File: config.mk
export PLATFORM = sky130hd
export DESIGN_NAME = ex_ctrl_stage
export DESIGN_NICKNAME = d
export VERILOG_FILES = /design/src/rtl/ex_ctrl_stage.sv
export SDC_FILE = /design/constraint.sdc
export NUM_CORES = 1
export LEC_CHECK = 0
export BUFFER_PORTS_ARGS = -buffer_cell sky130_fd_sc_hd__buf_2
export CORE_MARGIN = 1
export CORE_UTILIZATION = 42
export CTS_CLUSTER_DIAMETER = 80
export DETAILED_ROUTE_END_ITERATION = 6
export PLACE_DENSITY = 0.82
export SYNTH_ARGS = -nofsm -noshare
export SYNTH_HDL_FRONTEND = slang
export SYNTH_SLANG_ARGS = --single-unit
File: constraint.sdc
create_clock -name clk -period 3.29 [get_ports clk]
set_clock_uncertainty 0.1 [all_clocks]
set_input_delay 0 -clock clk [delete_from_list [all_inputs] [get_ports clk]]
set_output_delay 0 -clock clk [all_outputs]
set_load 0.05 [all_outputs]
File: src/rtl/ex_ctrl_stage.sv
// EX control provider stage: decodes the RV32I instruction from ID and registers the EX control bundle.
// Optional macro EX_CTRL_ILLEGAL_DETECT_EN enables the registered illegal-instruction flag.
module ex_ctrl_stage #(
    parameter logic [3:0] ALU_NOP = 4'h0
) (
    input  logic        clk,
    input  logic        rst,
    input  logic [31:0] instr,
    input  logic        id_valid,
    output logic        id_ready,
    input  logic        flush,
    input  logic        ex_ready,
    output logic        ex_valid,
    output logic [3:0]  ALUControl,
    output logic        ALUSrcB,
    output logic        PCOffset,
    output logic        illegal
);

    typedef enum logic [3:0] {
        ALU_ADD    = 4'd0,
        ALU_SUB    = 4'd1,
        ALU_SLL    = 4'd2,
        ALU_SLT    = 4'd3,
        ALU_SLTU   = 4'd4,
        ALU_XOR    = 4'd5,
        ALU_SRL    = 4'd6,
        ALU_SRA    = 4'd7,
        ALU_OR     = 4'd8,
        ALU_AND    = 4'd9,
        ALU_PASS_B = 4'd10
    } alu_op_e;

    typedef enum logic [6:0] {
        OPC_LOAD   = 7'b0000011,
        OPC_OPIMM  = 7'b0010011,
        OPC_AUIPC  = 7'b0010111,
        OPC_STORE  = 7'b0100011,
        OPC_OP     = 7'b0110011,
        OPC_LUI    = 7'b0110111,
        OPC_BRANCH = 7'b1100011,
        OPC_JALR   = 7'b1100111,
        OPC_JAL    = 7'b1101111
    } opcode_e;

    localparam logic [6:0] F7_BASE = 7'b0000000;
    localparam logic [6:0] F7_ALT  = 7'b0100000;

    function automatic alu_op_e funct3_op(input logic [2:0] f3, input logic alt);
        case (f3)
            3'b000:  return alt ? ALU_SUB : ALU_ADD;
            3'b001:  return ALU_SLL;
            3'b010:  return ALU_SLT;
            3'b011:  return ALU_SLTU;
            3'b100:  return ALU_XOR;
            3'b101:  return alt ? ALU_SRA : ALU_SRL;
            3'b110:  return ALU_OR;
            default: return ALU_AND;
        endcase
    endfunction

    logic [6:0] opcode;
    logic [2:0] funct3;
    logic [6:0] funct7;
    logic       unused_instr_bits;

    assign opcode            = instr[6:0];
    assign funct3            = instr[14:12];
    assign funct7            = instr[31:25];
    assign unused_instr_bits = ^{instr[24:15], instr[11:7]};

    logic [3:0] dec_alu;
    logic       dec_srcb;
    logic       dec_pcoff;
    logic       dec_bad;

    always_comb begin
        dec_alu   = ALU_ADD;
        dec_srcb  = 1'b0;
        dec_pcoff = 1'b0;
        dec_bad   = 1'b0;
        case (opcode)
            OPC_OP: begin
                dec_alu = funct3_op(funct3, funct7[5]);
                dec_bad = !((funct7 == F7_BASE) ||
                            ((funct7 == F7_ALT) && ((funct3 == 3'b000) || (funct3 == 3'b101))));
            end
            OPC_OPIMM: begin
                dec_srcb = 1'b1;
                dec_alu  = funct3_op(funct3, (funct3 == 3'b101) && funct7[5]);
                dec_bad  = ((funct3 == 3'b001) && (funct7 != F7_BASE)) ||
                           ((funct3 == 3'b101) && (funct7 != F7_BASE) && (funct7 != F7_ALT));
            end
            OPC_LOAD, OPC_STORE, OPC_AUIPC, OPC_JAL: begin
                dec_srcb = 1'b1;
            end
            OPC_JALR: begin
                dec_srcb  = 1'b1;
                dec_pcoff = 1'b1;
                dec_bad   = (funct3 != 3'b000);
            end
            OPC_LUI: begin
                dec_alu  = ALU_PASS_B;
                dec_srcb = 1'b1;
            end
            OPC_BRANCH: begin
                case (funct3[2:1])
                    2'b00:   dec_alu = ALU_SUB;
                    2'b10:   dec_alu = ALU_SLT;
                    2'b11:   dec_alu = ALU_SLTU;
                    default: dec_bad = 1'b1;
                endcase
            end
            default: dec_bad = 1'b1;
        endcase
        // Unsupported encodings collapse to a harmless bundle; only the ALU value differs by build.
        if (dec_bad) begin
`ifdef EX_CTRL_ILLEGAL_DETECT_EN
            dec_alu = ALU_NOP;
`else
            dec_alu = ALU_ADD;
`endif
            dec_srcb  = 1'b0;
            dec_pcoff = 1'b0;
        end
    end

    logic       ex_valid_q, ex_valid_d;
    logic [3:0] alu_q, alu_d;
    logic       srcb_q, srcb_d;
    logic       pcoff_q, pcoff_d;
    logic       capture;

    assign id_ready = ex_ready || !ex_valid_q;
    assign capture  = id_valid && id_ready && !flush;

`ifdef EX_CTRL_ILLEGAL_DETECT_EN
    logic illegal_q, illegal_d;
`endif

    always_comb begin
        ex_valid_d = ex_valid_q;
        alu_d      = alu_q;
        srcb_d     = srcb_q;
        pcoff_d    = pcoff_q;
`ifdef EX_CTRL_ILLEGAL_DETECT_EN
        illegal_d  = illegal_q;
`endif
        if (flush || (!capture && ex_ready)) begin
            ex_valid_d = 1'b0;
            alu_d      = ALU_NOP;
            srcb_d     = 1'b0;
            pcoff_d    = 1'b0;
`ifdef EX_CTRL_ILLEGAL_DETECT_EN
            illegal_d  = 1'b0;
`endif
        end else if (capture) begin
            ex_valid_d = 1'b1;
            alu_d      = dec_alu;
            srcb_d     = dec_srcb;
            pcoff_d    = dec_pcoff;
`ifdef EX_CTRL_ILLEGAL_DETECT_EN
            illegal_d  = dec_bad;
`endif
        end
    end

    always_ff @(posedge clk) begin
        if (rst) begin
            ex_valid_q <= 1'b0;
            alu_q      <= ALU_NOP;
            srcb_q     <= 1'b0;
            pcoff_q    <= 1'b0;
`ifdef EX_CTRL_ILLEGAL_DETECT_EN
            illegal_q  <= 1'b0;
`endif
        end else begin
            ex_valid_q <= ex_valid_d;
            alu_q      <= alu_d;
            srcb_q     <= srcb_d;
            pcoff_q    <= pcoff_d;
`ifdef EX_CTRL_ILLEGAL_DETECT_EN
            illegal_q  <= illegal_d;
`endif
        end
    end

    assign ex_valid   = ex_valid_q;
    assign ALUControl = alu_q;
    assign ALUSrcB    = srcb_q;
    assign PCOffset   = pcoff_q;
`ifdef EX_CTRL_ILLEGAL_DETECT_EN
    assign illegal    = illegal_q;
`else
    assign illegal    = 1'b0;
`endif

endmodule

==> results by group <==
Setup path
  • CP bufs+invs: 2
  • Critical path, cell by cell: dlygate4sd3_1 > buf_2 > or4b_1 > a31oi_1 > o31ai_2 > nand2_2 > o21ai_0
  • CP Class: in2reg
  • Max incr delay on CP: 0.53 ns
  • R2R setup slack: 1.86 ns
  • Delay-heaviest family, CP: buffers and inverters
  • Worst path arrival time: around 1.7 ns
  • Worst R2R End: ex_valid
  • Reg2Reg Depth: 3
  • CP max-delay cell: dlygate4sd3_1
  • Top fanout value on the critical path: 11
  • Required @ worst endpoint: about 3.3 ns
  • Worst setup SP type: input port
  • CP Capture Type: register
  • Reg2reg start: ex_valid

Route
  • DRC violations left: 0
  • Drt first pass iters: 4
  • Total number of vias: 670
  • Vias per Instance: ~5.4
  • Final ANT Viol Nets: 0
  • Final Routed Wirelength: between 1000 and 1500 um
  • Routed len/inst: between 10 and 15 um
  • Initial drt markers: 14

Outcome
  • Status: complete, but fails checks
  • Failing checks: hold timing

Placed design
  • DP HPWL: roughly 1100 um
  • Final GP Congestion: between 0.8 and 0.9
  • IO buf count: 29
  • Placement Setup Slack: 1.84 ns

Cells and area
  • NumNets Final: roughly 150
  • Area Growth Syn to Fin: 32.3%
  • Multi-input gate area: 433 sq um
  • Layout fillers: between 100 and 150
  • Sequential cell area: around 140 sq um
  • Layout cell share with drive strength beyond 1: 0.394
  • Antenna cells: 0

Clock network
  • Post-CTS Setup Inserts: 0
  • CTS H-tree lvls: 1
  • Worst skew pair latency: 0.24 ns
  • CTS tree: yes
  • Clock root cell: clkbuf_4
  • Clock-pin transition on the worst setup and hold timing paths: approximately 0.050 ns
  • Maximum clock path buffer count: 2
  • Total CTS buffers: 3
  • Clk sinks: 7

Global route
  • GRT Residual Overflow: 0
  • Vias in the first global route: a little over 500
  • First-pass GRT wire length: between 1500 and 2000 um
  • Initial antenna violation count: 0
  • GRT Total Usage: 0.178
  • Largest net degree at the start of global routing: 13

Synth
  • Synthesis Warnings: 0
  • Seq cells post-synth: 7
  • Mapped Cells: 76
  • Syn Area/Cell: 8.10 sq um
  • Most used DFF post-synth: dfxtp_1
  • Cell variety after synth: 36
  • EDFF count, synth: 0
  • Async SR Flop Fraction: 0
  • Cell Area, Synth: 616 sq um
  • Post-synth net total: between 100 and 150
  • Sequential area share after synthesis: 0.228

Floorplanning
  • Die H: around 40 um
  • I/O pin total: 46
  • Initial core utilization: 0.462
  • Core area: between 1000 and 1500 sq um
  • Total Die Area: about 1600 sq um
  • Die X: 40.3 um
  • Site row count: 13

Timing
  • Slew Limit Fails: 0
  • Setup violators final: 0
  • Final Hold Viols: 1
  • Tmin final: approximately 1.7 ns
  • Hold Slack: -0.00285 ns
  • Sum Neg Setup Slack: 0 ns
  • Final setup margin: ~1.6 ns
  • RSZ-0062 raised after global routing: no
  • Fmax: 600 MHz
  • Tcrit/Tclk final: 0.507

Hold path
  • Startpoint of the worst hold path: instr[0]
  • WHS Path Cells: 3
  • Hold worst-path end: ALUSrcB
  • Hold crit path type: in2reg

Power
  • Sw Share: 0.273
  • Share of power burned in registers: 0.402
  • VDD IR-drop max: ~120 uV
  • Clk pwr share: 0.343
  • Comb pwr share: 0.254
  • Internal Power: roughly 0.16 mW
  • Leakage power: 0.353 nW
  • Switching pwr: approximately 0.058 mW
  • Power per cell area: 262 nW/um^2

Flow run
  • Max cap viols: 0
-- cell families (layout without fill, tap and decap cells) --
family / count (synthesis) / count (layout) / share of synthesized area
and+or+nand+nor: 33 / 33 / 0.360
AOI/OAI and AO/OA: 27 / 27 / 0.319
DFF: 7 / 7 / 0.228
buffers and inverters: 7 / 40 / 0.0691
other: 1 / 1 / 0.00609
muxes: 1 / 1 / 0.0183
-- state kept, by name, summed over array words and instances (netlist names) --
| register | flops |
|---|---|
| ex_valid | 1 |
| ALUSrcB | 1 |
| PCOffset | 1 |
| ALUControl | 4 |
-- synthesized netlist by cell type (2+ instances only) --
library cell  instances  area, sq um
a21oi_1               2         10.0
dfxtp_1               7          140
o31ai_2               3         37.5
nor2_1                4         15.0
o21ai_0              10         50.1
nor3b_1               2         15.0
a21boi_0              2         15.0
inv_1                 3         11.3
a31oi_1               3         18.8
nor2b_1               3         18.8
nand2b_1              2         12.5
nand2_1              10         37.5
a211oi_1              2         15.0
-- cells in the final DEF, fill, tap and decap left out, types with 2 or more instances in the layout --
| cell type | n |
|---|---|
| buf_2 | 29 |
| dfxtp_1 | 7 |
| clkbuf_4 | 3 |
| nand2b_1 | 2 |
| dlygate4sd3_1 | 4 |
| nor2b_1 | 3 |
| o21ai_0 | 10 |
| a21boi_0 | 2 |
| nor2_1 | 4 |
| nor3b_1 | 2 |
| a211oi_1 | 2 |
| a31oi_1 | 3 |
| a21oi_1 | 2 |
| nand2_1 | 10 |
| inv_1 | 3 |
| o31ai_2 | 3 |
-- worst reg2reg max path, cell delays in order, from the launching register on --
cell and delay (ns):
dfxtp_1 0.35, nand2b_1 0.10, a211oi_1 0.25, dlygate4sd3_1 0.58
-- how the worst max path moves through the flow --
stage	from	slack, ns	cells after the start	endpoint
after floorplan	ex_valid	1.42	5	ALUControl[0]
after global placement	instr[14]	1.85	6	ALUControl[0]
after detailed placement	instr[14]	1.84	6	ALUControl[0]
after CTS	instr[2]	1.60	7	ALUControl[1]
after global routing	instr[2]	1.55	7	ALUControl[1]
final	instr[2]	1.62	7	ALUControl[1]
-- through the flow --
| step | hold slack (ns) | util | cells | cell area, sq um | power, mW |
|---|---|---|---|---|---|
| after CTS | 0.00395 | 0.611 | 124 | 815 | 0.215 |
| final | -0.00285 | 0.611 | 124 | 815 | 0.214 |
| after global routing | 0.00819 | 0.611 | 124 | 815 | 0.226 |
| after global placement | 0.0976 | 0.561 | 116 | 748 | 0.137 |
| after detailed placement | 0.115 | 0.561 | 116 | 748 | 0.138 |
| after floorplan | -0.0272 | - | 76 | 616 | 0.119 |
-- layer usage --
layer | GRT usage | share of wire
met5 | 0 | 0
met4 | 0.0500 | 0
met3 | 0.0333 | 0.086
met2 | 0.315 | 0.47
met1 | 0.218 | 0.45
-- area by class of cell --
type / count / share of cell area
Multi-Input combinational cell: 62 / 0.531
Timing Repair Buffer: 33 / 0.227
Sequential cell: 7 / 0.172
Clock buffer: 4 / 0.0323
Tap cell: 15 / 0.0230
Inverter: 3 / 0.0138
-- power by group through the flow --
stage                     Sequential, mW  Clock, mW  Combinational (mW)
after floorplan                   0.0895          0              0.0294
after global placement            0.0875          0              0.0493
after detailed placement          0.0877          0              0.0506
after CTS                         0.0859     0.0753              0.0542
after global routing              0.0859     0.0805              0.0601
final                             0.0859     0.0734              0.0544
-- repair_timing --
action                     in CTS  in global routing
hold buffers                    4                  0
hold endpoints to repair        4                  0
resized for setup               0                  0
setup endpoints to repair       0                  0
Note: power is estimated with default switching activity, not from simulation.
